==> config.mk <==
export PLATFORM = sky130hd
export DESIGN_NAME = sram_arbiter_flat
export DESIGN_NICKNAME = d
export VERILOG_FILES = /design/src/rtl/sram_arbiter_if.sv /design/src/rtl/sram_arbiter.sv /design/src/flat_wrapper.sv
export SDC_FILE = /design/constraint.sdc
export NUM_CORES = 1
export LEC_CHECK = 0
export ABC_CLOCK_PERIOD_IN_PS = 2700
export BUFFER_PORTS_ARGS = -buffer_cell sky130_fd_sc_hd__buf_4
export CAP_MARGIN = 25
export CORE_UTILIZATION = 49
export CTS_BUF_LIST = sky130_fd_sc_hd__clkbuf_8
export DETAILED_ROUTE_END_ITERATION = 10
export PLACE_DENSITY = 0.94
export SLEW_MARGIN = 20
export SYNTH_ARGS = -nofsm -noshare
export SYNTH_HDL_FRONTEND = slang
export SYNTH_SLANG_ARGS = --single-unit
==> constraint.sdc <==
create_clock -name CLK -period 2.7 [get_ports CLK]
set_clock_uncertainty 0.1 [all_clocks]
set_input_delay 0 -clock CLK [delete_from_list [all_inputs] [get_ports CLK]]
set_output_delay 0 -clock CLK [all_outputs]
set_load 0.01 [all_outputs]
==> src/rtl/sram_arbiter_if.sv <==
// Request/response and SRAM pin bundle for sram_arbiter.
// slave: the arbiter side; master: requesters plus the SRAM read-data pin.
interface sram_arbiter_if;
  logic        REQ0;
  logic        REQ1;
  logic        WE0;
  logic        WE1;
  logic [17:0] ADDR0;
  logic [17:0] ADDR1;
  logic [15:0] DIN0;
  logic [15:0] DIN1;
  logic        ACK0;
  logic        ACK1;
  logic [15:0] DOUT0;
  logic [15:0] DOUT1;
  logic [17:0] SRAM_ADDR;
  logic [15:0] SRAM_DO;
  logic [15:0] SRAM_DI;
  logic        SRAM_DOE;
  logic        SRAM_WEX;
  logic        SRAM_OEX;
  logic        SRAM_CSX;

  modport slave (
    input  REQ0, REQ1, WE0, WE1,
    input  ADDR0, ADDR1, DIN0, DIN1,
    input  SRAM_DI,
    output ACK0, ACK1, DOUT0, DOUT1,
    output SRAM_ADDR, SRAM_DO, SRAM_DOE,
    output SRAM_WEX, SRAM_OEX, SRAM_CSX
  );

  modport master (
    output REQ0, REQ1, WE0, WE1,
    output ADDR0, ADDR1, DIN0, DIN1,
    output SRAM_DI,
    input  ACK0, ACK1, DOUT0, DOUT1,
    input  SRAM_ADDR, SRAM_DO, SRAM_DOE,
    input  SRAM_WEX, SRAM_OEX, SRAM_CSX
  );
endinterface

==> src/rtl/sram_arbiter.sv <==
// Two-port async-SRAM arbiter: IDLE/SETUP/ACCESS/DONE sequencer, all pins registered.
// Define SRAM_ARB_RR_EN for round-robin on conflict; default is fixed port-0 priority.
module sram_arbiter #(
  parameter int unsigned WAIT_CYCLES = 1
) (
  input logic           CLK,
  input logic           RSTX,
  sram_arbiter_if.slave bus
);

  typedef enum logic [1:0] {
    IDLE,
    SETUP,
    ACCESS,
    DONE
  } state_t;

  localparam logic [3:0] CNT_INIT = 4'(WAIT_CYCLES - 1);

  state_t      state_q, state_d;
  logic [3:0]  cnt_q, cnt_d;
  logic        gnt_q, gnt_d;
  logic        we_q, we_d;
  logic [17:0] addr_q, addr_d;
  logic [15:0] do_q, do_d;
  logic        csx_q, csx_d;
  logic        oex_q, oex_d;
  logic        wex_q, wex_d;
  logic        doe_q, doe_d;
  logic        ack0_q, ack0_d;
  logic        ack1_q, ack1_d;
  logic [15:0] dout0_q, dout0_d;
  logic [15:0] dout1_q, dout1_d;
  logic        req_any;
  logic        pick;

  assign req_any = bus.REQ0 | bus.REQ1;

`ifdef SRAM_ARB_RR_EN
  // last_q = 1 means port 1 was granted most recently
  logic last_q, last_d;

  always_comb begin
    unique case (1'b1)
      bus.REQ0 && bus.REQ1:  pick = ~last_q;
      !bus.REQ0 && bus.REQ1: pick = 1'b1;
      default:               pick = 1'b0;
    endcase
  end
`else
  assign pick = ~bus.REQ0;
`endif

  always_comb begin
    state_d = state_q;
    cnt_d   = cnt_q;
    gnt_d   = gnt_q;
    we_d    = we_q;
    addr_d  = addr_q;
    do_d    = do_q;
    csx_d   = csx_q;
    oex_d   = oex_q;
    wex_d   = wex_q;
    doe_d   = doe_q;
    ack0_d  = 1'b0;
    ack1_d  = 1'b0;
    dout0_d = dout0_q;
    dout1_d = dout1_q;
`ifdef SRAM_ARB_RR_EN
    last_d  = last_q;
`endif
    unique case (state_q)
      IDLE: begin
        csx_d = 1'b1;
        oex_d = 1'b1;
        wex_d = 1'b1;
        doe_d = 1'b0;
        if (req_any) begin
          state_d = SETUP;
          gnt_d   = pick;
          we_d    = pick ? bus.WE1 : bus.WE0;
          addr_d  = pick ? bus.ADDR1 : bus.ADDR0;
          do_d    = pick ? bus.DIN1 : bus.DIN0;
          csx_d   = 1'b0;
          oex_d   = we_d;
          doe_d   = we_d;
`ifdef SRAM_ARB_RR_EN
          last_d  = pick;
`endif
        end
      end
      SETUP: begin
        state_d = ACCESS;
        cnt_d   = CNT_INIT;
        wex_d   = ~we_q;
        oex_d   = we_q;
        doe_d   = we_q;
      end
      ACCESS: begin
        if (cnt_q == 4'd0) begin
          state_d = DONE;
          wex_d   = 1'b1;
          oex_d   = 1'b1;
          // writes keep CS and the data bus driven for hold time
          csx_d   = ~we_q;
          doe_d   = we_q;
          ack0_d  = ~gnt_q;
          ack1_d  = gnt_q;
          if (!we_q) begin
            if (gnt_q) dout1_d = bus.SRAM_DI;
            else       dout0_d = bus.SRAM_DI;
          end
        end else begin
          cnt_d = cnt_q - 4'd1;
        end
      end
      DONE: begin
        state_d = IDLE;
        cnt_d   = 4'd0;
        csx_d   = 1'b1;
        oex_d   = 1'b1;
        wex_d   = 1'b1;
        doe_d   = 1'b0;
      end
      default: state_d = IDLE;
    endcase
  end

  always_ff @(posedge CLK or negedge RSTX) begin
    if (!RSTX) begin
      state_q <= IDLE;
      cnt_q   <= 4'd0;
      gnt_q   <= 1'b0;
      we_q    <= 1'b0;
      addr_q  <= 18'd0;
      do_q    <= 16'd0;
      csx_q   <= 1'b1;
      oex_q   <= 1'b1;
      wex_q   <= 1'b1;
      doe_q   <= 1'b0;
      ack0_q  <= 1'b0;
      ack1_q  <= 1'b0;
      dout0_q <= 16'd0;
      dout1_q <= 16'd0;
`ifdef SRAM_ARB_RR_EN
      last_q  <= 1'b1;
`endif
    end else begin
      state_q <= state_d;
      cnt_q   <= cnt_d;
      gnt_q   <= gnt_d;
      we_q    <= we_d;
      addr_q  <= addr_d;
      do_q    <= do_d;
      csx_q   <= csx_d;
      oex_q   <= oex_d;
      wex_q   <= wex_d;
      doe_q   <= doe_d;
      ack0_q  <= ack0_d;
      ack1_q  <= ack1_d;
      dout0_q <= dout0_d;
      dout1_q <= dout1_d;
`ifdef SRAM_ARB_RR_EN
      last_q  <= last_d;
`endif
    end
  end

  assign bus.ACK0      = ack0_q;
  assign bus.ACK1      = ack1_q;
  assign bus.DOUT0     = dout0_q;
  assign bus.DOUT1     = dout1_q;
  assign bus.SRAM_ADDR = addr_q;
  assign bus.SRAM_DO   = do_q;
  assign bus.SRAM_DOE  = doe_q;
  assign bus.SRAM_WEX  = wex_q;
  assign bus.SRAM_OEX  = oex_q;
  assign bus.SRAM_CSX  = csx_q;

endmodule

==> src/flat_wrapper.sv <==
// flat-port wrapper written by rule: the top's interface ports become plain ports
module sram_arbiter_flat 
#(
  parameter int unsigned WAIT_CYCLES = 1
)
  (CLK, RSTX, bus_REQ0, bus_REQ1, bus_WE0, bus_WE1, bus_ADDR0, bus_ADDR1, bus_DIN0, bus_DIN1, bus_SRAM_DI, bus_ACK0, bus_ACK1, bus_DOUT0, bus_DOUT1, bus_SRAM_ADDR, bus_SRAM_DO, bus_SRAM_DOE, bus_SRAM_WEX, bus_SRAM_OEX, bus_SRAM_CSX);
  sram_arbiter_if bus_i ();
  input logic CLK;
  input logic RSTX;
  input wire logic [$bits(bus_i.REQ0)-1:0] bus_REQ0;
  input wire logic [$bits(bus_i.REQ1)-1:0] bus_REQ1;
  input wire logic [$bits(bus_i.WE0)-1:0] bus_WE0;
  input wire logic [$bits(bus_i.WE1)-1:0] bus_WE1;
  input wire logic [$bits(bus_i.ADDR0)-1:0] bus_ADDR0;
  input wire logic [$bits(bus_i.ADDR1)-1:0] bus_ADDR1;
  input wire logic [$bits(bus_i.DIN0)-1:0] bus_DIN0;
  input wire logic [$bits(bus_i.DIN1)-1:0] bus_DIN1;
  input wire logic [$bits(bus_i.SRAM_DI)-1:0] bus_SRAM_DI;
  output wire logic [$bits(bus_i.ACK0)-1:0] bus_ACK0;
  output wire logic [$bits(bus_i.ACK1)-1:0] bus_ACK1;
  output wire logic [$bits(bus_i.DOUT0)-1:0] bus_DOUT0;
  output wire logic [$bits(bus_i.DOUT1)-1:0] bus_DOUT1;
  output wire logic [$bits(bus_i.SRAM_ADDR)-1:0] bus_SRAM_ADDR;
  output wire logic [$bits(bus_i.SRAM_DO)-1:0] bus_SRAM_DO;
  output wire logic [$bits(bus_i.SRAM_DOE)-1:0] bus_SRAM_DOE;
  output wire logic [$bits(bus_i.SRAM_WEX)-1:0] bus_SRAM_WEX;
  output wire logic [$bits(bus_i.SRAM_OEX)-1:0] bus_SRAM_OEX;
  output wire logic [$bits(bus_i.SRAM_CSX)-1:0] bus_SRAM_CSX;
  assign bus_i.REQ0 = bus_REQ0;
  assign bus_i.REQ1 = bus_REQ1;
  assign bus_i.WE0 = bus_WE0;
  assign bus_i.WE1 = bus_WE1;
  assign bus_i.ADDR0 = bus_ADDR0;
  assign bus_i.ADDR1 = bus_ADDR1;
  assign bus_i.DIN0 = bus_DIN0;
  assign bus_i.DIN1 = bus_DIN1;
  assign bus_i.SRAM_DI = bus_SRAM_DI;
  assign bus_ACK0 = bus_i.ACK0;
  assign bus_ACK1 = bus_i.ACK1;
  assign bus_DOUT0 = bus_i.DOUT0;
  assign bus_DOUT1 = bus_i.DOUT1;
  assign bus_SRAM_ADDR = bus_i.SRAM_ADDR;
  assign bus_SRAM_DO = bus_i.SRAM_DO;
  assign bus_SRAM_DOE = bus_i.SRAM_DOE;
  assign bus_SRAM_WEX = bus_i.SRAM_WEX;
  assign bus_SRAM_OEX = bus_i.SRAM_OEX;
  assign bus_SRAM_CSX = bus_i.SRAM_CSX;
  sram_arbiter #(.WAIT_CYCLES(WAIT_CYCLES)) u_core (.CLK(CLK), .RSTX(RSTX), .bus(bus_i));
endmodule
==> impl_metrics.py <==
metrics = {
    "timing": {
        "setup_violations": 0,
        "hold_viol": 0,
        "tightest_slew_ps": 946,
        "rsz0062_at_grt": "no",
        "period_minus_slack_ps": 2140,
        "slew_viol_final": 0,
        "relSlewSlack": 0.367,
        "clock.fmax_ghz": 0.466,
        "tns_ps": 0,
        "fin_crit_sh": 0.794,
    },
    "worst_setup_path": {
        "critical_path_required_ps": 2820,
        "reg2reg_setup_slack_ps": 560,
        "crit_path_max_fanout": 16,
        "critPathCaptureType": "flop",
        "cp.arrival_ps": 2260,
        "cp-start-kind": "flop",
        "path_class": "flop to flop",
        "reg2regPathDepth": 6,
    },
    "final_layout": {
        "drive_gt1_frac": 0.417,
        "diodes": 0,
        "area_growth_pct": 65.7,
        "nets": 638,
        "layout.cells.non_filler": 641,
        "final_area_um2": 5990,
        "fin_util": 0.862,
    },
    "power_and_ir_drop": {
        "intPower_mw": 3.80,
        "p_seq_frac": 0.370,
        "p_switching_mw": 2.17,
        "power_mw": 5.97,
        "combinationalPowerShare": 0.469,
        "p_leak_nw": 2.94,
        "max-vdd-ir-drop_uv": 511,
        "p_sw_frac": 0.364,
        "p_clk_frac": 0.161,
        "cellPowerDensity_nw_per_um2": 997,
    },
    "detailed_routing": {
        "drc": 0,
        "wl_per_cell_um": 18.6,
        "routed_wl_um": 11900,
        "final_antenna_net_count": 0,
        "vias": 3381,
        "viasPerCell": 5.27,
        "dr.pass1.iters": 4,
        "drtIter0Drc": 160,
    },
    "floorplan": {
        "io-pin-count": 162,
        "initial_core_util": 0.521,
        "die_x_um": 87.9,
        "coreArea_um2": 6940,
        "die_h_um": 87.9,
        "num_rows": 30,
        "die_area_um2": 7720,
    },
    "placed_design": {
        "dpl_cell_area_um2": 4880,
        "dp_cells": 537,
        "place.gp.congestion": 0.798,
        "dp_hpwl_um": 6270,
        "io_buffers": 161,
    },
    "synth": {
        "ys_seq_area_frac": 0.555,
        "synth_edf_count": 0,
        "syn-cell-area_um2": 3610,
        "yosys.area.top_type": "dfrtp_1",
        "avgSynthCellArea_um2": 12.3,
        "synth_cells": 293,
        "yosys_warnings": 0,
        "yosys_register_bits": 80,
        "synth_flop_cell": "dfrtp_1",
        "async_flop_share": 1.00,
        "ys_types": 36,
        "yosysMostFrequentCell": "dfrtp_1",
        "synth_area_leaders": "dfrtp_1 53%, mux2i_1 10%, mux2_2 8.4%",
        "yosys-top-cells-count": "77 x dfrtp_1, 42 x nand2_1, 37 x o21ai_0",
        "syn-num-nets": 391,
        "synth_top_area_share": 0.533,
    },
    "global_route": {
        "grt_use_total": 0.316,
        "antenna_found_initial": 0,
        "grt_pass1_vias": 3595,
        "grt_max_degree": 81,
        "grt_pass1_wl_um": 17900,
        "grt_overflow_total": 0,
    },
    "hold_path": {
        "min_path_cells": 4,
        "min_path_type": "input port to flop",
    },
    "status": {
        "outcome": "finished clean",
    },
    "clock_network": {
        "clk_pin_slew_ps": 90,
        "cts.sinks": 80,
        "root_buffer": "clkbuf_8",
        "cts.repair.resized": 0,
        "cts_setup_buffers": 0,
        "cts_inserted_buffers": 9,
        "cts-hold-fix-buffers": 87,
        "htree_levels": 3,
        "cts_tree": "yes",
        "cts.path.max_buffers": 2,
        "insertion_delay_ps": 340,
    },
    "job": {
        "drv_cap": 0,
    },
}
==> cell type report <==
type | instances | area, µm²
timing repair buffer | 252 | 2120
sequential | 80 | 2010
multi-input combinational | 193 | 1510
fill | 316 | 956
clock buffer | 9 | 124
tap | 96 | 120
clock inverter | 7 | 96.3
inverter | 4 | 15.0
==> sequential cells by signal, indices dropped and copies added, names as in the netlist <==
name / flops
u_core.bus.ACK0: 1
u_core.bus.SRAM_DO: 16
u_core.state_q: 2
u_core.bus.SRAM_DOE: 1
u_core.we_q: 1
u_core.bus.SRAM_WEX: 1
u_core.gnt_q: 1
u_core.bus.DOUT0: 16
u_core.cnt_q: 4
u_core.bus.ACK1: 1
u_core.bus.SRAM_OEX: 1
u_core.bus.DOUT1: 16
u_core.bus.SRAM_ADDR: 18
u_core.bus.SRAM_CSX: 1
==> power by group through the flow <==
stage / clock (mW) / sequential [mW] / combinational, mW
finish: 0.964 / 2.21 / 2.80
floorplan: 0 / 2.36 / 1.15
global placement: 0 / 2.13 / 2.47
detailed placement: 0 / 2.17 / 2.57
global route: 1.01 / 2.26 / 3.02
CTS: 0.977 / 2.15 / 2.68
==> worst max-delay path, stage by stage (launching register included) <==
cell     delay (ps)
dfrtp_1         410
inv_1            90
ha_1            210
nor3b_4         350
and3_1          210
buf_4           270
mux2_2          380
==> logic make-up (layout without fill, tap and decap cells) <==
logic type                 Yosys count  in the layout  synth area share
AOI/OAI and AO/OA                   49             49            0.0737
adders and majority gates            8              8            0.0277
buffers and inverters               20            272            0.0318
DFF                                 80             80             0.555
muxes                               73             73             0.225
and+or+nand+nor                     63             63            0.0865
==> cell usage in the layout, fill, tap and decap left out, types with 2 or more instances in the layout <==
cell,Yosys,layout
a21oi_1,4,4
buf_4,1,164
bufinv_16,0,2
clkbuf_8,0,9
clkinvlp_4,0,2
dfrtp_1,77,77
dfstp_2,3,3
dlygate4sd3_1,0,87
ha_1,8,8
inv_1,4,5
inv_6,0,2
mux2_2,27,27
mux2_4,10,10
mux2i_1,36,36
nand2_1,42,42
nor2_1,4,4
nor2b_1,2,2
nor3_1,4,4
nor3b_1,2,2
o21ai_0,37,37
==> metal layers <==
metal	wire length (µm)	vias up	GRT usage
met5	0	-	0
met4	385	0	0.152
met3	877	38	0.0848
met2	6390	187	0.584
met1	4240	1637	0.331
li1	-	1519	-
==> final timing paths <==
check,startpoint,to
max in group asynchronous,RSTX,u_core.bus.SRAM_WEX
min in group asynchronous,RSTX,u_core.bus.SRAM_ADDR[13]
min reg2reg,u_core.bus.SRAM_DO[0],u_core.bus.SRAM_DO[0]
max,u_core.cnt_q[0],u_core.bus.DOUT1[15]
max reg2reg,u_core.cnt_q[0],u_core.bus.DOUT1[15]
min,bus_WE1,u_core.bus.SRAM_OEX
==> metrics by stage <==
stage	hold WS, ps	setup WS [ps]
after global placement	108	684
after global routing	34.2	444
final	34.3	555
after detailed placement	117	589
after floorplan	-396	789
after CTS	12.5	574
(Power assumes the default switching activity.)
